### src/rtl/riscv_pkg.sv
// riscv_pkg: shared RISC-V core definitions.
//   - wb_sel encodings that pick the writeback result source
//   - load funct3 constants that pick load size and sign
//   - writeback FSM state enum
package riscv_pkg;

   // Result source for the register-file write. Code 2'b11 is reserved and
   // treated like WB_ALU.
   localparam logic [1:0] WB_ALU = 2'b00;
   localparam logic [1:0] WB_MEM = 2'b01;
   localparam logic [1:0] WB_PC4 = 2'b10;

   // Load funct3 codes. The remaining codes (011, 110, 111) load a full word.
   localparam logic [2:0] F3_LB  = 3'b000;
   localparam logic [2:0] F3_LH  = 3'b001;
   localparam logic [2:0] F3_LW  = 3'b010;
   localparam logic [2:0] F3_LBU = 3'b100;
   localparam logic [2:0] F3_LHU = 3'b101;

   typedef enum logic {
      WB_IDLE = 1'b0,
      WB_WAIT = 1'b1
   } wb_state_t;

endpackage

### src/rtl/writeback_load_align.sv
// load_align: combinational load-data formatter.
// It selects a byte, halfword or word from an aligned memory word and then
// sign-extends or zero-extends the result to XLEN.
//   funct3  in  3     load size/sign
//   off     in  2     byte offset within the word
//   rdata   in  XLEN  raw aligned word from data memory
//   data    out XLEN  formatted load result
module load_align
   import riscv_pkg::*;
#(
   parameter int XLEN = 32
) (
   input  logic [2:0]      funct3,
   input  logic [1:0]      off,
   input  logic [XLEN-1:0] rdata,
   output logic [XLEN-1:0] data
);

   logic [7:0]  byte_lane [4];
   logic [15:0] half_lane [2];
   logic [7:0]  byte_sel;
   logic [15:0] half_sel;

   for (genvar gi = 0; gi < 4; gi++) begin : g_byte
      assign byte_lane[gi] = rdata[8*gi +: 8];
   end

   for (genvar gi = 0; gi < 2; gi++) begin : g_half
      assign half_lane[gi] = rdata[16*gi +: 16];
   end

   // The halfword selection uses only off[1]. Misaligned halfwords are not
   // split across lanes.
   assign byte_sel = byte_lane[off];
   assign half_sel = half_lane[off[1]];

   always_comb begin
      data = rdata;
      case (funct3)
         F3_LB:   data = {{(XLEN-8){byte_sel[7]}}, byte_sel};
         F3_LBU:  data = {{(XLEN-8){1'b0}}, byte_sel};
         F3_LH:   data = {{(XLEN-16){half_sel[15]}}, half_sel};
         F3_LHU:  data = {{(XLEN-16){1'b0}}, half_sel};
         default: data = rdata;
      endcase
   end

endmodule

### src/rtl/writeback.sv
// writeback: final pipeline stage.
// It accepts one retiring instruction per handshake. For loads it waits for
// the data-memory response. It then drives the register-file write port and
// counts retired instructions.
//   clk, rst             clock, synchronous active-high reset
//   in_valid/in_ready    handshake from the memory stage (in_ready is combinational)
//   in_reg_write, in_rd  write enable and destination register
//   in_wb_sel            result source (ALU / MEM / PC+4, 11 treated as ALU)
//   in_funct3, in_alu    load size/sign; ALU result, whose [1:0] is the load offset
//   in_pc4               PC+4
//   mem_rvalid/mem_rdata data-memory read response
//   reg_write, wr_idx, wr_data  register-file write port (registered)
//   retired              retired-instruction counter (wraps)
//   resp_err             sticky flag: a response arrived while no load was pending
module writeback
   import riscv_pkg::*;
#(
   parameter int XLEN  = 32,
   parameter int CNT_W = 32
) (
   input  logic             clk,
   input  logic             rst,
   input  logic             in_valid,
   output logic             in_ready,
   input  logic             in_reg_write,
   input  logic [4:0]       in_rd,
   input  logic [1:0]       in_wb_sel,
   input  logic [2:0]       in_funct3,
   input  logic [XLEN-1:0]  in_alu,
   input  logic [XLEN-1:0]  in_pc4,
   input  logic             mem_rvalid,
   input  logic [XLEN-1:0]  mem_rdata,
   output logic             reg_write,
   output logic [4:0]       wr_idx,
   output logic [XLEN-1:0]  wr_data,
   output logic [CNT_W-1:0] retired,
   output logic             resp_err
);

   localparam logic [CNT_W-1:0] CNT_ONE = CNT_W'(1);

   wb_state_t        state_reg;
   logic [4:0]       ld_rd_reg;
   logic [2:0]       ld_f3_reg;
   logic [1:0]       ld_off_reg;
   logic             ld_we_reg;

   logic             reg_write_reg;
   logic [4:0]       wr_idx_reg;
   logic [XLEN-1:0]  wr_data_reg;
   logic [CNT_W-1:0] retired_reg;
   logic             resp_err_reg;

   logic             accept;
   logic             is_load;
   logic             direct_we;
   logic [XLEN-1:0]  direct_data;
   logic [XLEN-1:0]  ld_data;

   assign in_ready    = (state_reg != WB_WAIT);
   assign accept      = in_valid & in_ready;
   assign is_load     = (in_wb_sel == WB_MEM);
   // A write to x0 is suppressed, but the instruction still retires.
   assign direct_we   = in_reg_write & (in_rd != 5'd0);
   assign direct_data = (in_wb_sel == WB_PC4) ? in_pc4 : in_alu;

   load_align #(.XLEN(XLEN)) u_load_align (
      .funct3 (ld_f3_reg),
      .off    (ld_off_reg),
      .rdata  (mem_rdata),
      .data   (ld_data)
   );

   always_ff @(posedge clk) begin
      if (rst) begin
         state_reg     <= WB_IDLE;
         ld_rd_reg     <= '0;
         ld_f3_reg     <= '0;
         ld_off_reg    <= '0;
         ld_we_reg     <= 1'b0;
         reg_write_reg <= 1'b0;
         wr_idx_reg    <= '0;
         wr_data_reg   <= '0;
         retired_reg   <= '0;
         resp_err_reg  <= 1'b0;
      end else begin
         reg_write_reg <= 1'b0;
         case (state_reg)
            WB_IDLE: begin
               // No load is outstanding, so any response here is stray.
               if (mem_rvalid) begin
                  resp_err_reg <= 1'b1;
               end
               if (accept) begin
                  if (is_load) begin
                     ld_rd_reg  <= in_rd;
                     ld_f3_reg  <= in_funct3;
                     ld_off_reg <= in_alu[1:0];
                     ld_we_reg  <= direct_we;
                     state_reg  <= WB_WAIT;
                  end else begin
                     reg_write_reg <= direct_we;
                     if (direct_we) begin
                        wr_idx_reg  <= in_rd;
                        wr_data_reg <= direct_data;
                     end
                     retired_reg <= retired_reg + CNT_ONE;
                  end
               end
            end
            WB_WAIT: begin
               if (mem_rvalid) begin
                  reg_write_reg <= ld_we_reg;
                  if (ld_we_reg) begin
                     wr_idx_reg  <= ld_rd_reg;
                     wr_data_reg <= ld_data;
                  end
                  retired_reg <= retired_reg + CNT_ONE;
                  state_reg   <= WB_IDLE;
               end
            end
            default: state_reg <= WB_IDLE;
         endcase
      end
   end

   assign reg_write = reg_write_reg;
   assign wr_idx    = wr_idx_reg;
   assign wr_data   = wr_data_reg;
   assign retired   = retired_reg;
   assign resp_err  = resp_err_reg;

endmodule

### config.mk
export PLATFORM = sky130hd
export DESIGN_NAME = writeback
export DESIGN_NICKNAME = d
export VERILOG_FILES = /design/src/rtl/riscv_pkg.sv /design/src/rtl/writeback_load_align.sv /design/src/rtl/writeback.sv
export SDC_FILE = /design/constraint.sdc
export NUM_CORES = 1
export LEC_CHECK = 0
export CAP_MARGIN = 20
export CORE_ASPECT_RATIO = 0.8
export CORE_MARGIN = 2
export CORE_UTILIZATION = 40
export CTS_CLUSTER_DIAMETER = 100
export CTS_CLUSTER_SIZE = 25
export DETAILED_ROUTE_END_ITERATION = 10
export DONT_BUFFER_PORTS = 1
export GPL_ROUTABILITY_DRIVEN = 0
export PLACE_DENSITY = 0.56
export SETUP_SLACK_MARGIN = 0.1
export SYNTH_ARGS = -nofsm -noshare
export SYNTH_HDL_FRONTEND = slang
export SYNTH_SLANG_ARGS = --single-unit
### constraint.sdc
create_clock -name clk -period 2.55 [get_ports clk]
set_input_delay 0.51 -clock clk [delete_from_list [all_inputs] [get_ports clk]]
set_output_delay 0.51 -clock clk [all_outputs]
set_load 0.02 [all_outputs]
==> out/metrics.csv <==
metric;value;unit
status;finished clean;
drtIter0Drc;323;
yosys.area_share.simple;31.3;%
syn_area_per_cell;7.49;um^2
max-cap-violations;0;
holdPathEnd;retired[21];
fmax;443;MHz
die_h;101;um
p_per_area;574;nW/um^2
cts_sinks;83;
synth_compound_area_share;21.6;%
power.total;2930;uW
ys.flop_type;dfxtp_1;
clk_latency;0.34;ns
reg2reg_to;retired[29];
reg2reg_slack;0.31;ns
yosysMostFrequentCell;nand2_1;
vdd_drop_max;0.000330;V
vias_per_cell;6.00;
synth_common_cells;nand2_1, dfxtp_1, a21oi_1, clkbuf_1, nor2_1;
worst_pin_slew;0.721;ns
grt_max_degree;103;
critPathCaptureType;primary output;
core.rowCount;35;
synth_edf_count;0;
syn_to_final_growth;9.67;%
finalSetupViolCount;0;
wl_per_cell;19.0;um
cp.required;2.04;ns
skew;0.00769;ns
fin_crit;2.26;ns
synth_xor_area_share;2.07;%
synth_cell_types;48;
cts_hold_buf;0;
cts_resized;0;
wirelength;14400;um
dr.pass1.iters;4;
fin_crit_sh;88.5;%
die_w;125;um
worstPathArrival;1.75;ns
start_kind;register;
hold_class;input pin to register;
fin_setup_tns;0;ns
ant_nets;0;
drive_gt1_share;8.57;%
synthArstFlopShare;0;%
grt_pass1_wl;22200;um
dpl.cell_count;740;
post_cts_buffers;0;
synth_top_family_by_area;simple AND/OR/NAND/NOR gates;
overflow;0;
rsz0062_at_grt;no;
synthCells;622;
r2r_cells;4;
hold_depth;1;
holdWs;0.242;ns
path_max_fanout;28;
io_pins;183;
synth_fa_ha_area_share;0.269;%
ctsLongestPathBuffers;2;
r2r_start;retired[11];
grt_pass1_vias;3997;
hp-start;rst;
clockRootBuffer;clkbuf_16;
initial_core_util;40.8;%
cts_tree;yes;
path_class;register to primary output;
p_leak;0.00177;uW
h-tree-depth;3;
drc;0;
n_fill_cell;1181;
synth_top_area_share;35.7;%
synth_nets;734;
num_vias;4530;
netlist_area;4660;um^2
dieArea;12500;um^2
muxShareOfSynthArea;4.06;%
final_nets;715;
synth-seq-area-share;35.7;%
core_area;11400;um^2
hold_viol_final;0;
dpl.hpwl;10400;um
clk_pin_slew;0.07;ns
max_slew_margin;51.7;%
port_buffers;0;
drv_slew;0;
cts_inserted_buffers;9;
antenna_cells;0;
yosysTopAreaCell;dfxtp_1;
final_cells;755;
ys_warn_count;0;
ys_ff_latch;83;
synth_area_leaders;dfxtp_1, nand2_1, a21oi_1, clkbuf_1, nor2_1;
grt_use_total;22.1;%
antenna_found_initial;0;
## through the flow
| stage | setup slack, ns | util [%] | instance area (um^2) |
|---|---|---|---|
| floorplan | 0.363 | - | 4660 |
| global placement | 0.294 | 42.3 | 4840 |
| detailed placement | 0.273 | 42.3 | 4840 |
| CTS | 0.295 | 44.7 | 5110 |
| global route | 0.135 | 44.7 | 5110 |
| finish | 0.293 | 44.7 | 5110 |
## final cells by class
| type | instances | area (um^2) | share of cell area [%] |
|---|---|---|---|
| clock buffer | 10 | 239 | 4.68 |
| clock inverter | 5 | 30.0 | 0.588 |
| inverter | 8 | 30.0 | 0.588 |
| multi-input combinational | 479 | 2790 | 54.5 |
| sequential | 83 | 1660 | 32.5 |
| tap | 148 | 185 | 3.62 |
| timing repair buffer | 22 | 178 | 3.48 |
## metal layers
layer	vias to the layer above	wire, um	global-route usage, %
met1	2117	7050	32.2
met5	-	0	0
li1	2224	-	-
met2	175	6090	32.5
met3	14	1030	5.89
met4	0	176	5.53
## layout by cell type (no fill, tap or decap), drive strengths merged, types with 10 or more instances in the layout
cell type,count
or4,15
nor2,44
nand4,21
a21oi,65
a211oi,16
dfxtp,83
and3,22
o41ai,17
nor3,14
o21ai,17
o31ai,14
buf,22
clkbuf,10
nand3b,17
nand2,114
mux2i,11
nand3,18
## cells by family (layout without fill, tap and decap cells)
kind of cell | count (synthesis) | count (layout)
and+or+nand+nor | 293 | 293
AOI/OAI and AO/OA | 156 | 156
DFF | 83 | 83
buffers and inverters | 60 | 45
muxes | 18 | 18
xor gates and xnor gates | 11 | 11
adders and majority gates | 1 | 1
## worst max-delay path: stages (launching register included)
cell	delay, ns
dfxtp_1	0.36
buf_4	0.34
inv_1	0.37
buf_4	0.32
## power breakdown
| part | leakage (uW) | switching, uW | total [uW] | internal, uW |
|---|---|---|---|---|
| logic | 0.000962 | 165 | 286 | 121 |
| registers | 0.000674 | 86.4 | 1430 | 1340 |
| clock network | 0.000130 | 543 | 1220 | 676 |
## worst max-delay path by stage
stage            startpoint           to  slack [ns]  cells after the start
3_5_place_dp   in_wb_sel[0]  retired[18]        0.27                      5
5_1_grt           state_reg     in_ready        0.13                      3
6_report          state_reg     in_ready        0.29                      3
3_3_place_gp   in_wb_sel[0]  retired[28]        0.29                      5
2_1_floorplan    retired[4]  retired[30]        0.36                      6
4_1_cts           state_reg     in_ready        0.29                      3
(Power assumes the default switching activity.)
